--- config.mk ---
export PLATFORM = sky130hd
export DESIGN_NAME = fwd_operand_stage_flat
export DESIGN_NICKNAME = d
export VERILOG_FILES = /design/src/rtl/fwd_pkg.sv /design/src/rtl/fwd_operand_stage_if.sv /design/src/rtl/fwd_src_resolve.sv /design/src/rtl/fwd_operand_stage.sv /design/src/flat_wrapper.sv
export SDC_FILE = /design/constraint.sdc
export NUM_CORES = 1
export LEC_CHECK = 0
export ABC_AREA = 1
export CORE_ASPECT_RATIO = 1.1
export CORE_MARGIN = 2
export CORE_UTILIZATION = 25
export CTS_BUF_LIST = sky130_fd_sc_hd__clkbuf_8
export DETAILED_ROUTE_END_ITERATION = 16
export GPL_ROUTABILITY_DRIVEN = 1
export PLACE_DENSITY = 0.44
export REMOVE_ABC_BUFFERS = 1
export SLEW_MARGIN = 15
export SYNTH_ARGS = -nofsm -noshare
export SYNTH_HDL_FRONTEND = slang
export SYNTH_HIERARCHICAL = 1
export SYNTH_SLANG_ARGS = --single-unit
--- constraint.sdc ---
create_clock -name clk_i -period 5.7 [get_ports clk_i]
set_clock_uncertainty 0.2 [all_clocks]
set_input_delay 0.855 -clock clk_i [delete_from_list [all_inputs] [get_ports clk_i]]
set_output_delay 0.855 -clock clk_i [all_outputs]
set_load 0.05 [all_outputs]
--- src/rtl/fwd_pkg.sv ---
// Shared types and encodings for the operand-forwarding stage.
package fwd_pkg;

   typedef enum logic [0:0] {RUN, HOLD} state_e;

   // Operand source select: 0 = register file, k = forwarding level k-1.
   localparam int unsigned SEL_RF       = 0;
   localparam int unsigned SEL_LVL_BASE = 1;

   function automatic int unsigned sel_width(input int unsigned num_fwd);
      return $clog2(num_fwd + 1);
   endfunction

endpackage

--- src/rtl/fwd_operand_stage_if.sv ---
// Upstream bundle and downstream valid/ready bus of the operand-forwarding stage.
interface fwd_operand_stage_if #(
   parameter int unsigned XLEN    = 32,
   parameter int unsigned NUM_SRC = 2,
   parameter int unsigned AW      = 5,
   parameter int unsigned SEL_W   = 2
) ();
   logic                      in_valid_i;
   logic                      in_ready_o;
   logic [NUM_SRC*AW-1:0]     rs_addr_i;
   logic [NUM_SRC*XLEN-1:0]   rf_data_i;
   logic                      out_valid_o;
   logic                      out_ready_i;
   logic [NUM_SRC*XLEN-1:0]   op_data_o;
   logic [NUM_SRC*SEL_W-1:0]  fwd_sel_o;

   modport master (
      output in_valid_i, rs_addr_i, rf_data_i, out_ready_i,
      input  in_ready_o, out_valid_o, op_data_o, fwd_sel_o
   );

   modport slave (
      input  in_valid_i, rs_addr_i, rf_data_i, out_ready_i,
      output in_ready_o, out_valid_o, op_data_o, fwd_sel_o
   );
endinterface

--- src/rtl/fwd_src_resolve.sv ---
// Resolves one source register against the forwarding levels, youngest level first.
module fwd_src_resolve
   import fwd_pkg::*;
#(
   parameter int unsigned XLEN    = 32,
   parameter int unsigned NUM_FWD = 2,
   parameter int unsigned AW      = 5,
   parameter int unsigned SEL_W   = 2
) (
   input  logic [AW-1:0]           i_rs,
   input  logic [XLEN-1:0]         i_rf_data,
   input  logic [NUM_FWD-1:0]      i_fwd_valid,
   input  logic [NUM_FWD-1:0]      i_fwd_pend,
   input  logic [NUM_FWD*AW-1:0]   i_fwd_rd,
   input  logic [NUM_FWD*XLEN-1:0] i_fwd_data,
   output logic                    o_ready,
   output logic [XLEN-1:0]         o_value,
   output logic [SEL_W-1:0]        o_sel
);
   logic w_hit;

   always_comb begin
      w_hit   = 1'b0;
      o_ready = 1'b1;
      o_value = i_rf_data;
      o_sel   = SEL_W'(SEL_RF);
      if (i_rs == '0) begin
         o_value = '0;
      end else begin
         for (int k = 0; k < int'(NUM_FWD); k++) begin
            if (!w_hit && i_fwd_valid[k] && (i_fwd_rd[k*AW +: AW] == i_rs)) begin
               w_hit = 1'b1;
               if (i_fwd_pend[k]) begin
                  o_ready = 1'b0;
               end else begin
                  o_value = i_fwd_data[k*XLEN +: XLEN];
                  o_sel   = SEL_W'(k + int'(SEL_LVL_BASE));
               end
            end
         end
      end
   end
endmodule

--- src/rtl/fwd_operand_stage.sv ---
// ID/EX operand-forwarding stage: resolves sources, holds on load-use, registers the bundle.
module fwd_operand_stage
   import fwd_pkg::*;
#(
   parameter int unsigned XLEN    = 32,
   parameter int unsigned NUM_SRC = 2,
   parameter int unsigned NUM_FWD = 2,
   parameter int unsigned AW      = 5,
   parameter int unsigned CNT_W   = 16
) (
   input  logic                    clk_i,
   input  logic                    rst_i,
   input  logic                    flush_i,
   fwd_operand_stage_if.slave      bus,
   input  logic [NUM_FWD-1:0]      fwd_valid_i,
   input  logic [NUM_FWD-1:0]      fwd_pend_i,
   input  logic [NUM_FWD*AW-1:0]   fwd_rd_i,
   input  logic [NUM_FWD*XLEN-1:0] fwd_data_i,
   output logic [CNT_W-1:0]        stall_cnt_o
);
   localparam int unsigned SEL_W = sel_width(NUM_FWD);
   localparam logic [CNT_W-1:0] CNT_MAX = {CNT_W{1'b1}};

   logic                   w_res_rdy [NUM_SRC];
   logic [XLEN-1:0]        w_res_val [NUM_SRC];
   logic [SEL_W-1:0]       w_res_sel [NUM_SRC];
   logic [NUM_SRC-1:0]     w_src_rdy;
   logic [NUM_SRC*XLEN-1:0] w_op_next;
   logic [NUM_SRC*SEL_W-1:0] w_sel_next;
   logic                   w_all_ready, w_slot_free, w_load, w_latch;

   state_e                 r_state;
   logic [NUM_SRC-1:0]     r_done;
   logic [XLEN-1:0]        r_val [NUM_SRC];
   logic [SEL_W-1:0]       r_lsel [NUM_SRC];
   logic                   r_out_valid;
   logic [NUM_SRC*XLEN-1:0] r_op;
   logic [NUM_SRC*SEL_W-1:0] r_sel;
   logic [CNT_W-1:0]       r_cnt;

   for (genvar g = 0; g < int'(NUM_SRC); g++) begin : g_src
      fwd_src_resolve #(
         .XLEN    (XLEN),
         .NUM_FWD (NUM_FWD),
         .AW      (AW),
         .SEL_W   (SEL_W)
      ) u_resolve (
         .i_rs        (bus.rs_addr_i[g*AW +: AW]),
         .i_rf_data   (bus.rf_data_i[g*XLEN +: XLEN]),
         .i_fwd_valid (fwd_valid_i),
         .i_fwd_pend  (fwd_pend_i),
         .i_fwd_rd    (fwd_rd_i),
         .i_fwd_data  (fwd_data_i),
         .o_ready     (w_res_rdy[g]),
         .o_value     (w_res_val[g]),
         .o_sel       (w_res_sel[g])
      );
   end

   // Latched sources take precedence over whatever the bus shows now.
   always_comb begin
      w_src_rdy  = '0;
      w_op_next  = '0;
      w_sel_next = '0;
      for (int s = 0; s < int'(NUM_SRC); s++) begin
         w_src_rdy[s]                = r_done[s] | w_res_rdy[s];
         w_op_next[s*XLEN +: XLEN]   = r_done[s] ? r_val[s] : w_res_val[s];
         w_sel_next[s*SEL_W +: SEL_W] = r_done[s] ? r_lsel[s] : w_res_sel[s];
      end
   end

   assign w_all_ready    = &w_src_rdy;
   assign w_slot_free    = !r_out_valid | bus.out_ready_i;
   assign w_load         = bus.in_valid_i & w_all_ready & w_slot_free;
   assign w_latch        = (r_state == HOLD) | (bus.in_valid_i & !w_all_ready);
   assign bus.in_ready_o = w_slot_free & w_all_ready & !flush_i;

   always_ff @(posedge clk_i) begin
      if (!rst_i) begin
         r_state     <= RUN;
         r_done      <= '0;
         r_out_valid <= 1'b0;
         r_op        <= '0;
         r_sel       <= '0;
         r_cnt       <= '0;
         for (int s = 0; s < int'(NUM_SRC); s++) begin
            r_val[s]  <= '0;
            r_lsel[s] <= '0;
         end
      end else begin
         if (bus.in_valid_i && !w_all_ready && (r_cnt != CNT_MAX)) begin
            r_cnt <= r_cnt + 1'b1;
         end
         if (flush_i) begin
            r_out_valid <= 1'b0;
            r_state     <= RUN;
            r_done      <= '0;
         end else if (w_load) begin
            r_out_valid <= 1'b1;
            r_op        <= w_op_next;
            r_sel       <= w_sel_next;
            r_done      <= '0;
            r_state     <= RUN;
         end else begin
            if (bus.out_ready_i) r_out_valid <= 1'b0;
            if (w_latch) begin
               r_state <= HOLD;
               for (int s = 0; s < int'(NUM_SRC); s++) begin
                  if (!r_done[s] && w_res_rdy[s]) begin
                     r_done[s] <= 1'b1;
                     r_val[s]  <= w_res_val[s];
                     r_lsel[s] <= w_res_sel[s];
                  end
               end
            end
         end
      end
   end

   assign bus.out_valid_o = r_out_valid;
   assign bus.op_data_o   = r_op;
   assign bus.fwd_sel_o   = r_sel;
   assign stall_cnt_o     = r_cnt;
endmodule

--- src/flat_wrapper.sv ---
// flat-port wrapper written by rule: the top's interface ports become plain ports
module fwd_operand_stage_flat import fwd_pkg::*;
#(
   parameter int unsigned XLEN    = 32,
   parameter int unsigned NUM_SRC = 2,
   parameter int unsigned NUM_FWD = 2,
   parameter int unsigned AW      = 5,
   parameter int unsigned CNT_W   = 16
)
  (clk_i, rst_i, flush_i, fwd_valid_i, fwd_pend_i, fwd_rd_i, fwd_data_i, stall_cnt_o, bus_in_valid_i, bus_rs_addr_i, bus_rf_data_i, bus_out_ready_i, bus_in_ready_o, bus_out_valid_o, bus_op_data_o, bus_fwd_sel_o);
  fwd_operand_stage_if #(.XLEN(XLEN), .NUM_SRC(NUM_SRC), .AW(AW), .SEL_W(2)) bus_i ();
  input  logic clk_i;
  input  logic rst_i;
  input  logic flush_i;
  input  logic [NUM_FWD-1:0] fwd_valid_i;
  input  logic [NUM_FWD-1:0] fwd_pend_i;
  input  logic [NUM_FWD*AW-1:0] fwd_rd_i;
  input  logic [NUM_FWD*XLEN-1:0] fwd_data_i;
  output logic [CNT_W-1:0] stall_cnt_o;
  input wire logic [$bits(bus_i.in_valid_i)-1:0] bus_in_valid_i;
  input wire logic [$bits(bus_i.rs_addr_i)-1:0] bus_rs_addr_i;
  input wire logic [$bits(bus_i.rf_data_i)-1:0] bus_rf_data_i;
  input wire logic [$bits(bus_i.out_ready_i)-1:0] bus_out_ready_i;
  output wire logic [$bits(bus_i.in_ready_o)-1:0] bus_in_ready_o;
  output wire logic [$bits(bus_i.out_valid_o)-1:0] bus_out_valid_o;
  output wire logic [$bits(bus_i.op_data_o)-1:0] bus_op_data_o;
  output wire logic [$bits(bus_i.fwd_sel_o)-1:0] bus_fwd_sel_o;
  assign bus_i.in_valid_i = bus_in_valid_i;
  assign bus_i.rs_addr_i = bus_rs_addr_i;
  assign bus_i.rf_data_i = bus_rf_data_i;
  assign bus_i.out_ready_i = bus_out_ready_i;
  assign bus_in_ready_o = bus_i.in_ready_o;
  assign bus_out_valid_o = bus_i.out_valid_o;
  assign bus_op_data_o = bus_i.op_data_o;
  assign bus_fwd_sel_o = bus_i.fwd_sel_o;
  fwd_operand_stage #(.XLEN(XLEN), .NUM_SRC(NUM_SRC), .NUM_FWD(NUM_FWD), .AW(AW), .CNT_W(CNT_W)) u_core (.clk_i(clk_i), .rst_i(rst_i), .flush_i(flush_i), .bus(bus_i), .fwd_valid_i(fwd_valid_i), .fwd_pend_i(fwd_pend_i), .fwd_rd_i(fwd_rd_i), .fwd_data_i(fwd_data_i), .stall_cnt_o(stall_cnt_o));
endmodule
### Word level (Yosys, flattened, before mapping)

Memory sizes are Yosys's and may differ from the RTL's.
Index checks and enable logic that the tools add are counted.

* register bits after elaboration: 88
* latch bits: 0
* memory bits (writable): 68
* memory bits (read-only): 0
* memories kept: 2

* add/subtract/negate cells: 1
* $mul: 0
* div/mod/pow operators: 0
* $lt $le $gt $ge: 0
* eq/ne operators: 5
* shift-type cells: 0
* mux-type cells: 55
* bitwise gates (word level): 15
* reductions and logical operators: 26

Memories
* u_core.r_val: depth 2, width 32, read ports 2, clocked after memory_dff 0, wr ports 2, RTL line fwd_operand_stage.sv:34 `logic [XLEN-1:0] r_val [NUM_SRC];`
* u_core.r_lsel: depth 2, width 2, read ports 2, clocked after memory_dff 0, wr ports 2, RTL line fwd_operand_stage.sv:35 `logic [SEL_W-1:0] r_lsel [NUM_SRC];`

Operator list (count)
* two-way mux 32 bit: 14
* two-way mux 1 bit: 30
* two-way mux 2 bit: 11
* equality test 5 bit: 4
* adder 16 x 1 -> 16 bit (second input constant): 1
* != test 16 bit (second input constant): 1
* logical AND 1 bit: 10
* logical NOT 5 bit: 2
* bitwise OR 1 bit: 8
* AND reduction 2 bit: 4
* logical NOT 1 bit: 7
* AND 1 bit: 5
* OR reduction 3 bit: 1
* NOT 1 bit: 2
* nonzero test 2 bit: 1
* OR reduction 2 bit: 1

### Depth between registers and ports, before layout

Gate-level depths: netlist of the first run.

* depth in word-level cells: 20
* mapped depth: 19

### By module

The synthesis of the first run kept the hierarchy.

By module, submodules not included
* fwd_operand_stage: instances 1, cells each 843, area an instance 6891.6 um^2
* fwd_src_resolve: instances 2, cells each 477, area an instance 2098.3 um^2

### Worst setup path before layout of the first run

No wires, ideal clock.

* path kind: input port to flip-flop
* start: in fwd_rd_i[3]
* end: mem u_core.r_lsel[0][0], enable pin
* arrival: 4.611 ns
* required time: 5.028 ns
* slack: 0.417 ns
* stages on the path: 14
* cells stage by stage: inv_1 nand2_1 nand2_1 nor2_4 nand3_4 buf_6 buf_6 nand2_1 o211ai_1 nor2_4 o21ai_2 nand2_2 nand2_1 o21ai_0

RTL lines
* from (decl): RTL line flat_wrapper.sv:17 `input logic [NUM_FWD*AW-1:0] fwd_rd_i;`
* to (decl): RTL line fwd_operand_stage.sv:35

==> out/qor.csv, run 1 <==
metric;value;unit
ys_seq_area_share;34.3;%
cts-htree-levels;4;
synthCells;1797;
totalWireLength;44.4;mm
rsz0062_at_grt;false;
seq_area;3810;sq um
design_area;14300;sq um
p_comb_share;26.9;%
area_delta_synth_final;28.7;%
drv_slew;0;
gp_congestion;0.808;
seq_power_share;42.0;%
tightest_slew;0.988;ns
clkLatencyLatePin;0.46;ns
ir_worst_vdd;0.130;mV
detail_route.wl_per_cell;17.4;microns
hold_ws;0.278;ns
worstSetupEndpointType;output pin;
setup_viol;0;
clkSinkCount;156;
fin_ws;1.36;ns
cts_buffers;17;
fp.coreArea;43500;sq um
synth_area_per_cell;6.17;sq um
status;finished, final reports clean;
wl_met3;2.69;mm
wl_met2;20.4;mm
switching_share;33.9;%
ioPinCount;243;
dr.max_layer_used;met4;
grt_pass1_vias;11390;
synth_cell_types;31;
cp_top_family;buffers and inverters;
place_ws;1.24;ns
grt_max_degree;78;
hold_viol_final;0;
maxCapViolCount;0;
slowest_delay;0.62;ns
synth_top_area_share;18.4;%
cp.arrival;3.29;ns
period_needed;4.34;ns
post_cts_buffers;0;
die_y;225;microns
startpoint_type;input pin;
place_inst;2514;
grt_pass1_wl;67.8;mm
yosysTopAreaCell;edfxtp_1;
drive_gt1_share;5.02;%
vias;11752;
cts_tree;built;
firstDrtPassIters;7;
p_switching;1010;uW
dieArea;46100;sq um
die_x;205;microns
grt_overflow_total;0;
numPortBuffers;242;
ctsResizeCount;0;
fill_cells;4839;
final_cell_mix;nand2_1, inv_1, clkdlybuf4s50_1;
multi_input_area;5520;sq um
netlist_area;11100;sq um
crit_type;input pin to output pin;
vias_per_cell;4.62;
clock_path_buffers;2;
clk_pin_slew;0.09;ns
worstPathRequired;4.64;ns
cts_hold_buf;0;
ys_ff_latch;156;
first_iter_violations;830;
cp_max_fo;4;
hpwl;29.5;mm
grtUsageTotal;19.3;%
p_leak;0.00689;uW
yosys_warnings;6;
stdcell_count;2546;
drtAntennaViolNets;0;
rows;80;
min_path_type;flop to flop;
layout_worst_path_cycle_share;76.2;%
met1_length;20.7;mm
drc;0;
synth_area_leaders;edfxtp_1, nand2_1, dfxtp_1;
initial_core_util;25.5;%
path_buf_inv;4;
p_int;1970;uW
place_area;13800;sq um
antenna_cells;0;
max_freq;0.230;GHz
layout_commonest_cell;nand2_1;
cp_slowest_cell;o211ai_1;
power.density;209;nW/um^2
cts_root_buf;clkbuf_8;
antenna_found_initial;0;
p_clk_share;31.2;%
crit_chain;clkdlybuf4s50_1, inv_1, nand2_1, nand2_1, nor2_4, nand3_4, o211ai_1, inv_2, a21oi_4, nand2_1, nor2_1, buf_12;
nets;2117;
crit_top_cell;nand2_1;
slew_headroom;34.1;%
-- registers in the layout (all words and copies together), names as in the netlist --
register                cells
u_core/r_done               2
u_core/r_state              1
u_core/r_lsel               4
u_core/bus.out_valid_o      1
u_core/stall_cnt_o         16
u_core/bus.op_data_o       64
u_core/r_val               64
u_core/bus.fwd_sel_o        4
-- synth_stat cells --
library cell and count:
mux2i_1 2, nand3_4 3, a21oi_1 17, buf_2 51, clkbuf_1 43, nand4_1 135
a211oi_1 1, nand3_2 2, nand3_1 10, nand2_1 497, buf_1 13, o21ai_0 199
nand3b_1 1, dfxtp_1 88, buf_6 13, xnor2_1 1, o21ai_1 5, buf_4 5
o211ai_1 2, nor2_4 10, nor3_1 72, o21ai_2 3, nand2_2 1, xor2_1 5
ha_1 1, nor2_2 1, inv_1 296, a21oi_4 1, edfxtp_1 68, inv_2 13
nor2_1 238
-- final timing paths --
check | start | endpoint | slack [ns] | cells after the start
worst min-delay path | u_core/r_state$_SDFFE_PP0P_ | u_core/r_state$_SDFFE_PP0P_ | 0.28 | 2
worst max register to register | u_core/r_done[1]$_SDFFE_PP0P_ | u_core/bus.fwd_sel_o[3]$_SDFFE_PN0P_ | 3.05 | 8
worst min register to register | u_core/r_state$_SDFFE_PP0P_ | u_core/r_state$_SDFFE_PP0P_ | 0.28 | 2
worst max-delay path | fwd_rd_i[3] | bus_in_ready_o | 1.36 | 12
-- layer usage --
layer	up-vias	global-route usage [%]
li1	5987	-
met1	5353	26.1
met2	376	32.0
met3	36	3.36
met4	0	4.46
met5	-	0
-- power by group through the flow --
stage                     Combinational, uW  Clock [uW]  Sequential [uW]
after detailed placement                808           0             1280
after CTS                               810         968             1250
final                                   803         930             1250
after global routing                    876        1010             1260
after floorplan                         289           0             1410
after global placement                  807           0             1280
-- kinds of logic after synthesis --
logic type      synth area share (%)
mux                            0.181
buf+inv                         16.3
simple gates                    38.1
flops                           34.3
xor+xnor                       0.474
compound gates                  10.6
fa+ha+maj                      0.113
-- cell type report --
type | instances | area share (%)
Timing Repair Buffer | 268 | 18.5
Multi-Input combinational cell | 1207 | 38.7
Sequential cell | 156 | 26.7
Inverter | 309 | 8.13
Clock inverter | 15 | 1.38
Tap cell | 574 | 5.03
Clock buffer | 17 | 1.64
-- worst register-to-register path, stage by stage, from the launching register on --
cell	delay, ns
dfxtp_2	0.32
buf_4	0.53
nor2_4	0.11
a21oi_4	0.20
nand3_4	0.13
nor2_4	0.11
buf_4	0.65
o21ai_0	0.21
nor2_1	0.11
-- per-stage QoR --
stage	TNS (ns)	util, %	power, uW
finish	0	32.8	2980
global route	0	32.8	3140
CTS	0	32.8	3030
detailed placement	0	31.8	2080
global placement	0	31.8	2080
floorplan	-15.88	-	1700
(Power assumes the default switching activity.)
==> run 2, diff against run 1 <==
clock period = 4.03 ns   (was 5.7 ns; I/O delays follow)
==> run 2 against run 1 <==
Largest cell class unchanged. Combinational power grew 44%. Routed wire length up 0.62%. Cell area is 1.4% higher. Non-clock buffer count is 16 higher. Clock power rose by 44%. Critical path type unchanged. Final cell count increased by 0.63%. Hold slack better by 0.013 ns. Register-to-register slack got worse by 1.6 ns.
==> out/qor.csv, run 2 (same netlist as run 1, synthesis figures left out) <==
metric;value;unit;change
rsz0062_at_grt;false;;
vias_per_cell;4.62;;+0.14%
grt_pass1_vias;11712;;+2.8%
clkSinkCount;156;;unchanged
clk_pin_slew;0.09;ns;about the same
initial_core_util;25.5;%;unchanged
report.power.total;4270;uW;+43%
switching_share;35.1;%;+1.2 points
clkLatencyLatePin;0.47;ns;about the same
numPortBuffers;242;;unchanged
dieArea;46100;sq um;unchanged
ctsResizeCount;0;;unchanged
ioPinCount;243;;unchanged
clock_path_buffers;2;;unchanged
drtAntennaViolNets;0;;unchanged
r2r-end;u_core/r_val[0][46]$_SDFFCE_PN0P_;;
hold_viol_final;0;;unchanged
maxCapViolCount;0;;unchanged
grt_pass1_wl;68.3;mm;+0.71%
status;finished, final reports clean;;
fp.coreArea;43500;sq um;unchanged
setup_viol;0;;unchanged
firstDrtPassIters;7;;unchanged
p_leak;0.00700;uW;+1.6%
area_delta_synth_final;30.5;%;
cp_max_fo;4;;unchanged
layout_commonest_cell;nand2_1;;
die_y;225;microns;unchanged
worstSetupEndpointType;output pin;;
first_iter_violations;881;;+6.1%
cts_hold_buf;0;;unchanged
period_needed;3.72;ns;
die_x;205;microns;unchanged
seq_power_share;41.5;%;-0.5 points
grtUsageTotal;19.5;%;+0.14 points
hold_ws;0.291;ns;+0.0133 ns
fin_ws;0.310;ns;-1.05 ns
crit_type;input pin to output pin;;
grt_overflow_total;0;;unchanged
use_met2;32.3;%;+0.38 points
post_cts_buffers;0;;unchanged
ir_worst_vdd;0.180;mV;+39%
place_area;14000;sq um;+1.4%
drv_slew;0;;unchanged
p_int;2770;uW;+40%
cts-htree-levels;4;;unchanged
utilization;33.2;%;+0.45 points
grt-busiest-layer;met2;;
drc;0;;unchanged
vias;11842;;+0.77%
cp-endpoint;bus_in_ready_o;;
design_area;14500;sq um;+1.4%
drive_gt1_share;5.84;%;+0.81 points
crit_start;fwd_rd_i[4];;
nets;2133;;+0.76%
fill_cells;4849;;+0.21%
hpwl;30.9;mm;+4.9%
startpoint_type;input pin;;
cp.arrival;2.92;ns;-0.37 ns
tightest_slew;0.707;ns;-0.282 ns
totalWireLength;44.7;mm;+0.62%
power.density;295;nW/um^2;+41%
detail_route.wl_per_cell;17.4;microns;about the same
antenna_cells;0;;unchanged
gp_congestion;0.817;;+1.2%
layout_worst_path_cycle_share;92.3;%;
grt_util_met1;25.4;%;-0.67 points
final_cell_mix;nand2_1, inv_1, clkdlybuf4s50_1;;
rrSetupSlack;1.47;ns;-1.58 ns
r2r_start;u_core/r_done[0]$_SDFFE_PP0P_;;
grtUsageMet3;4.46;%;+1.1 points
max_freq;0.269;GHz;
p_comb_share;27.1;%;+0.2 points
min_path_type;flop to flop;;
slew_headroom;52.9;%;+19 points
p_clk_share;31.4;%;+0.2 points
antenna_found_initial;1;;+1
r2r_cells;7;;-1
p_switching;1500;uW;+48%
cts_tree;built;;
worstPathRequired;3.23;ns;-1.41 ns
cts_buffers;17;;unchanged
rows;80;;unchanged
cts_root_buf;clkbuf_8;;
place_ws;0.289;ns;-0.950 ns
grt_max_degree;71;;-9.0%
run 2: cell count changes in the layout (fill, tap and decap cells not counted):
| cell | before | now |
|---|---|---|
| buf_12 | 2 | 8 |
| buf_4 | 27 | 37 |
| bufinv_16 | 4 | 3 |
| clkinv_1 | 1 | 0 |
| clkinv_2 | 3 | 0 |
| clkinv_4 | 3 | 2 |
| clkinvlp_4 | 3 | 1 |
| inv_6 | 1 | 7 |
| inv_8 | 0 | 2 |
run 2: metal layers:
metal | vias up | wire (microns)
met4 | 2 | 687
met3 | 39 | 2770
met2 | 360 | 20600
met5 | - | 11
met1 | 5428 | 20600
li1 | 6013 | -
run 2: through the flow:
stage / TNS (ns) / instances
after global placement: 0 / 2530
after detailed placement: 0 / 2530
after global routing: 0 / 2562
after CTS: 0 / 2562
final: 0 / 2562
after floorplan: -154.42 / 1672
run 2: power by group through the flow:
| stage | clock network [uW] | registers, uW | logic, uW |
|---|---|---|---|
| after CTS | 1390 | 1770 | 1170 |
| after detailed placement | 0 | 1810 | 1160 |
| after global routing | 1440 | 1780 | 1260 |
| final | 1340 | 1770 | 1160 |
| after global placement | 0 | 1810 | 1170 |
| after floorplan | 0 | 1990 | 409 |
run 2: worst min-delay path by stage:
stage,start,to,cells past startpoint
finish,u_core/r_state$_SDFFE_PP0P_,u_core/r_state$_SDFFE_PP0P_,2
global route,u_core/r_state$_SDFFE_PP0P_,u_core/r_state$_SDFFE_PP0P_,2
CTS,u_core/r_state$_SDFFE_PP0P_,u_core/r_state$_SDFFE_PP0P_,2
detailed placement,u_core/r_state$_SDFFE_PP0P_,u_core/r_state$_SDFFE_PP0P_,2
global placement,u_core/r_state$_SDFFE_PP0P_,u_core/r_state$_SDFFE_PP0P_,2
floorplan,u_core/r_state$_SDFFE_PP0P_,u_core/r_state$_SDFFE_PP0P_,2
run 2: area by class of cell:
cell class / instances / area, sq um / area share, %
multi-input cells: 1207 / 5520 / 38.1
flip-flops and latches: 156 / 3810 / 26.3
clock inverters: 15 / 199 / 1.38
well taps: 574 / 718 / 4.96
repair buffers: 284 / 2830 / 19.6
clock buffers: 17 / 234 / 1.62
inverters: 309 / 1160 / 8.02
run 2: worst max-delay path, stage by stage:
cell	delay, ns
clkdlybuf4s50_1	0.52
inv_1	0.05
nand2_1	0.05
nand2_1	0.09
nor2_4	0.16
nand3_4	0.07
o211ai_1	0.53
inv_2	0.12
a21oi_4	0.22
nand2_1	0.10
nor2_1	0.21
buf_12	0.17
==> run 3, diff against run 2 <==
CORE_ASPECT_RATIO = 1.75   (was 1.1)
SYNTH_HIERARCHICAL = default   (was 1)
==> run 3 against run 2 <==
Hold slack got worse by 0.0050 ns. Combinational power barely moved. Flip-flop and latch count stayed put. Critical endpoint unchanged. Highest routed layer unchanged.
==> out/qor.csv, run 3 <==
metric;value;unit;change
status;finished, final reports clean;;
p_leak;0.00673;uW;-3.8%
worstSetupEndpointType;output pin;;
report.power.total;4130;uW;-3.2%
r2r-end;u_core.stall_cnt_o[0]$_SDFFE_PN0P_;;
rows;101;;+26%
hold_viol_final;0;;unchanged
min_to;u_core.bus.op_data_o[17]$_SDFFE_PN0P_;;
detail_route.wl_per_cell;18.1;microns;+3.7%
clk_pin_slew;0.09;ns;about the same
ys_seq_area_share;34.7;%;+0.42 points
fp.coreArea;43300;sq um;-0.45%
cts_tree;built;;
cp.arrival;2.56;ns;-0.36 ns
cp_max_fo;4;;unchanged
fill_cells;4844;;-0.10%
synthCells;1776;;-1.2%
r2r_start;u_core.stall_cnt_o[0]$_SDFFE_PN0P_;;
rrSetupSlack;1.28;ns;-0.19 ns
stdcell_count;2544;;-0.70%
first_iter_violations;586;;-33%
vias_per_cell;4.59;;-0.68%
final_cell_mix;nand2_1, clkdlybuf4s50_1, inv_1;;
grt_max_degree;89;;+25%
layout_commonest_cell;nand2_1;;
dieArea;45600;sq um;-1.1%
maxCapViolCount;0;;unchanged
antenna_found_initial;13;;+12
drv_slew;0;;unchanged
ys_ff_latch;156;;unchanged
ctsResizeCount;0;;unchanged
yosysTopAreaCell;nand2_1;;
post_cts_buffers;0;;unchanged
cts_buffers;17;;unchanged
crit_chain;clkdlybuf4s50_1, inv_1, nand2_1, nand2_1, nor2_2, nand3_4, nor2_2, nor2_1, nand3_4, nand2_4, nor3_1, buf_12;;
die_x;162;microns;-21%
synth_ff_type;dfxtp_1;;
hold_depth;2;;unchanged
max_freq;0.297;GHz;+11%
yosysMostFrequentCell;nand2_1;;
synth_cell_types;37;;+19%
clkSinkCount;156;;unchanged
synth-edff-count;68;;unchanged
netlist_area;11000;sq um;-1.2%
drive_gt1_share;6.48;%;+0.65 points
power.density;288;nW/um^2;-2.4%
cts_hold_buf;0;;unchanged
grt_pass1_vias;11833;;+1.0%
slowest_delay;0.57;ns;+0.04 ns
nets;2119;;-0.66%
worstPathRequired;3.23;ns;about the same
path_buf_inv;3;;-1
crit_type;input pin to output pin;;
vias;11679;;-1.4%
clock_path_buffers;2;;unchanged
synth_common_cells;nand2_1, inv_1, nor2_1;;
place_inst;2507;;-0.91%
grt_pass1_wl;69.2;mm;+1.4%
startpoint_type;input pin;;
synth_area_leaders;nand2_1, edfxtp_1, dfxtp_1;;
grtUsageTotal;20.2;%;+0.76 points
cts_root_buf;clkbuf_8;;
setup_viol;0;;unchanged
period_needed;3.36;ns;-0.355 ns
hold_path.startpoint;u_core.bus.op_data_o[17]$_SDFFE_PN0P_;;
drtAntennaViolNets;0;;unchanged
cts-htree-levels;4;;unchanged
firstDrtPassIters;5;;-2
synth_area_per_cell;6.17;sq um;about the same
hpwl;33.2;mm;+7.4%
slew_headroom;51.1;%;-1.8 points
area_delta_synth_final;31.0;%;
layout_worst_path_cycle_share;83.5;%;-8.8 points
tightest_slew;0.733;ns;+0.0264 ns
gp_congestion;0.901;;+10%
cp_top_family;simple AND/OR/NAND/NOR gates;;
die_y;281;microns;+25%
ioPinCount;243;;unchanged
rsz0062_at_grt;false;;
cp_slowest_cell;clkdlybuf4s50_1;;
initial_core_util;25.3;%;-0.20 points
grt_overflow_total;0;;unchanged
clkLatencyLatePin;0.51;ns;+0.04 ns
synth_top_area_share;18.8;%;+0.40 points
ir_worst_vdd;0.201;mV;+12%
totalWireLength;46.0;mm;+2.9%
drc;0;;unchanged
numPortBuffers;242;;unchanged
min_path_type;flop to flop;;
yosys_warnings;0;;-6
async_reset_ff_share;0;%;unchanged
r2r_cells;9;;+2
run 3: report_power, final:
part	internal [uW]	leakage (uW)	switching (uW)
combinational	422	0.00511	730
sequential	1730	0.00142	36.7
clock	500	0.000200	717
total	2650	0.00673	1480
run 3: stage by stage:
stage / area, sq um / TNS, ns / utilization (%) / setup WS, ns / hold slack, ns
after CTS: 14300 / 0 / 33.0 / 0.595 / 0.292
after floorplan: 10400 / -198.97 / - / -3.07 / 0.250
after global routing: 14300 / 0 / 33.1 / 0.481 / 0.313
final: 14300 / 0 / 33.1 / 0.665 / 0.286
after global placement: 13900 / 0 / 32.2 / 0.121 / 0.264
after detailed placement: 13900 / 0 / 32.2 / 0.0406 / 0.273
run 3: cell type report:
class | count | area (sq um) | share of cell area (%)
Multi-Input combinational cell | 1264 | 5730 | 39.9
Sequential cell | 156 | 3800 | 26.5
Timing Repair Buffer | 280 | 2820 | 19.6
Inverter | 242 | 908 | 6.33
Tap cell | 566 | 708 | 4.94
Clock buffer | 17 | 234 | 1.63
Clock inverter | 15 | 138 | 0.959
Antenna cell | 4 | 10.0 | 0.0698
run 3: worst max path at each step:
stage | startpoint | to | slack, ns | depth (start not counted)
after floorplan | fwd_rd_i[0] | u_core.r_lsel[0][0]$_SDFFCE_PN0P_ | -3.07 | 10
after global placement | bus_rs_addr_i[4] | u_core.r_val[0][8]$_SDFFCE_PN0P_ | 0.12 | 13
after detailed placement | bus_rs_addr_i[4] | u_core.r_val[0][7]$_SDFFCE_PN0P_ | 0.04 | 14
after global routing | bus_rs_addr_i[4] | bus_in_ready_o | 0.48 | 12
after CTS | bus_rs_addr_i[4] | u_core.r_val[0][8]$_SDFFCE_PN0P_ | 0.59 | 14
final | bus_rs_addr_i[4] | bus_in_ready_o | 0.67 | 12
run 3: routing by layer:
layer | vias up | routed length, microns | GRT usage, %
met5 | - | 113 | 0
met4 | 18 | 1570 | 7.90
met3 | 73 | 2570 | 4.43
met2 | 325 | 24000 | 37.9
met1 | 5335 | 17700 | 21.8
li1 | 5928 | - | -
run 3: kinds of logic after synthesis:
group	share of synthesized area (%)
AND/OR/NAND/NOR	43.2
buffers and inverters	13.4
AO/OA/AOI/OAI	7.39
flip-flops	34.7
XOR/XNOR	1.20
adder cells (fa/ha/maj)	0.114
run 3: tightest hold or removal path: cells and delay by family, from the launching register on:
family / cells / cell delay [ns]
and+or+nand+nor: 2 / 0.13
DFF: 1 / 0.33
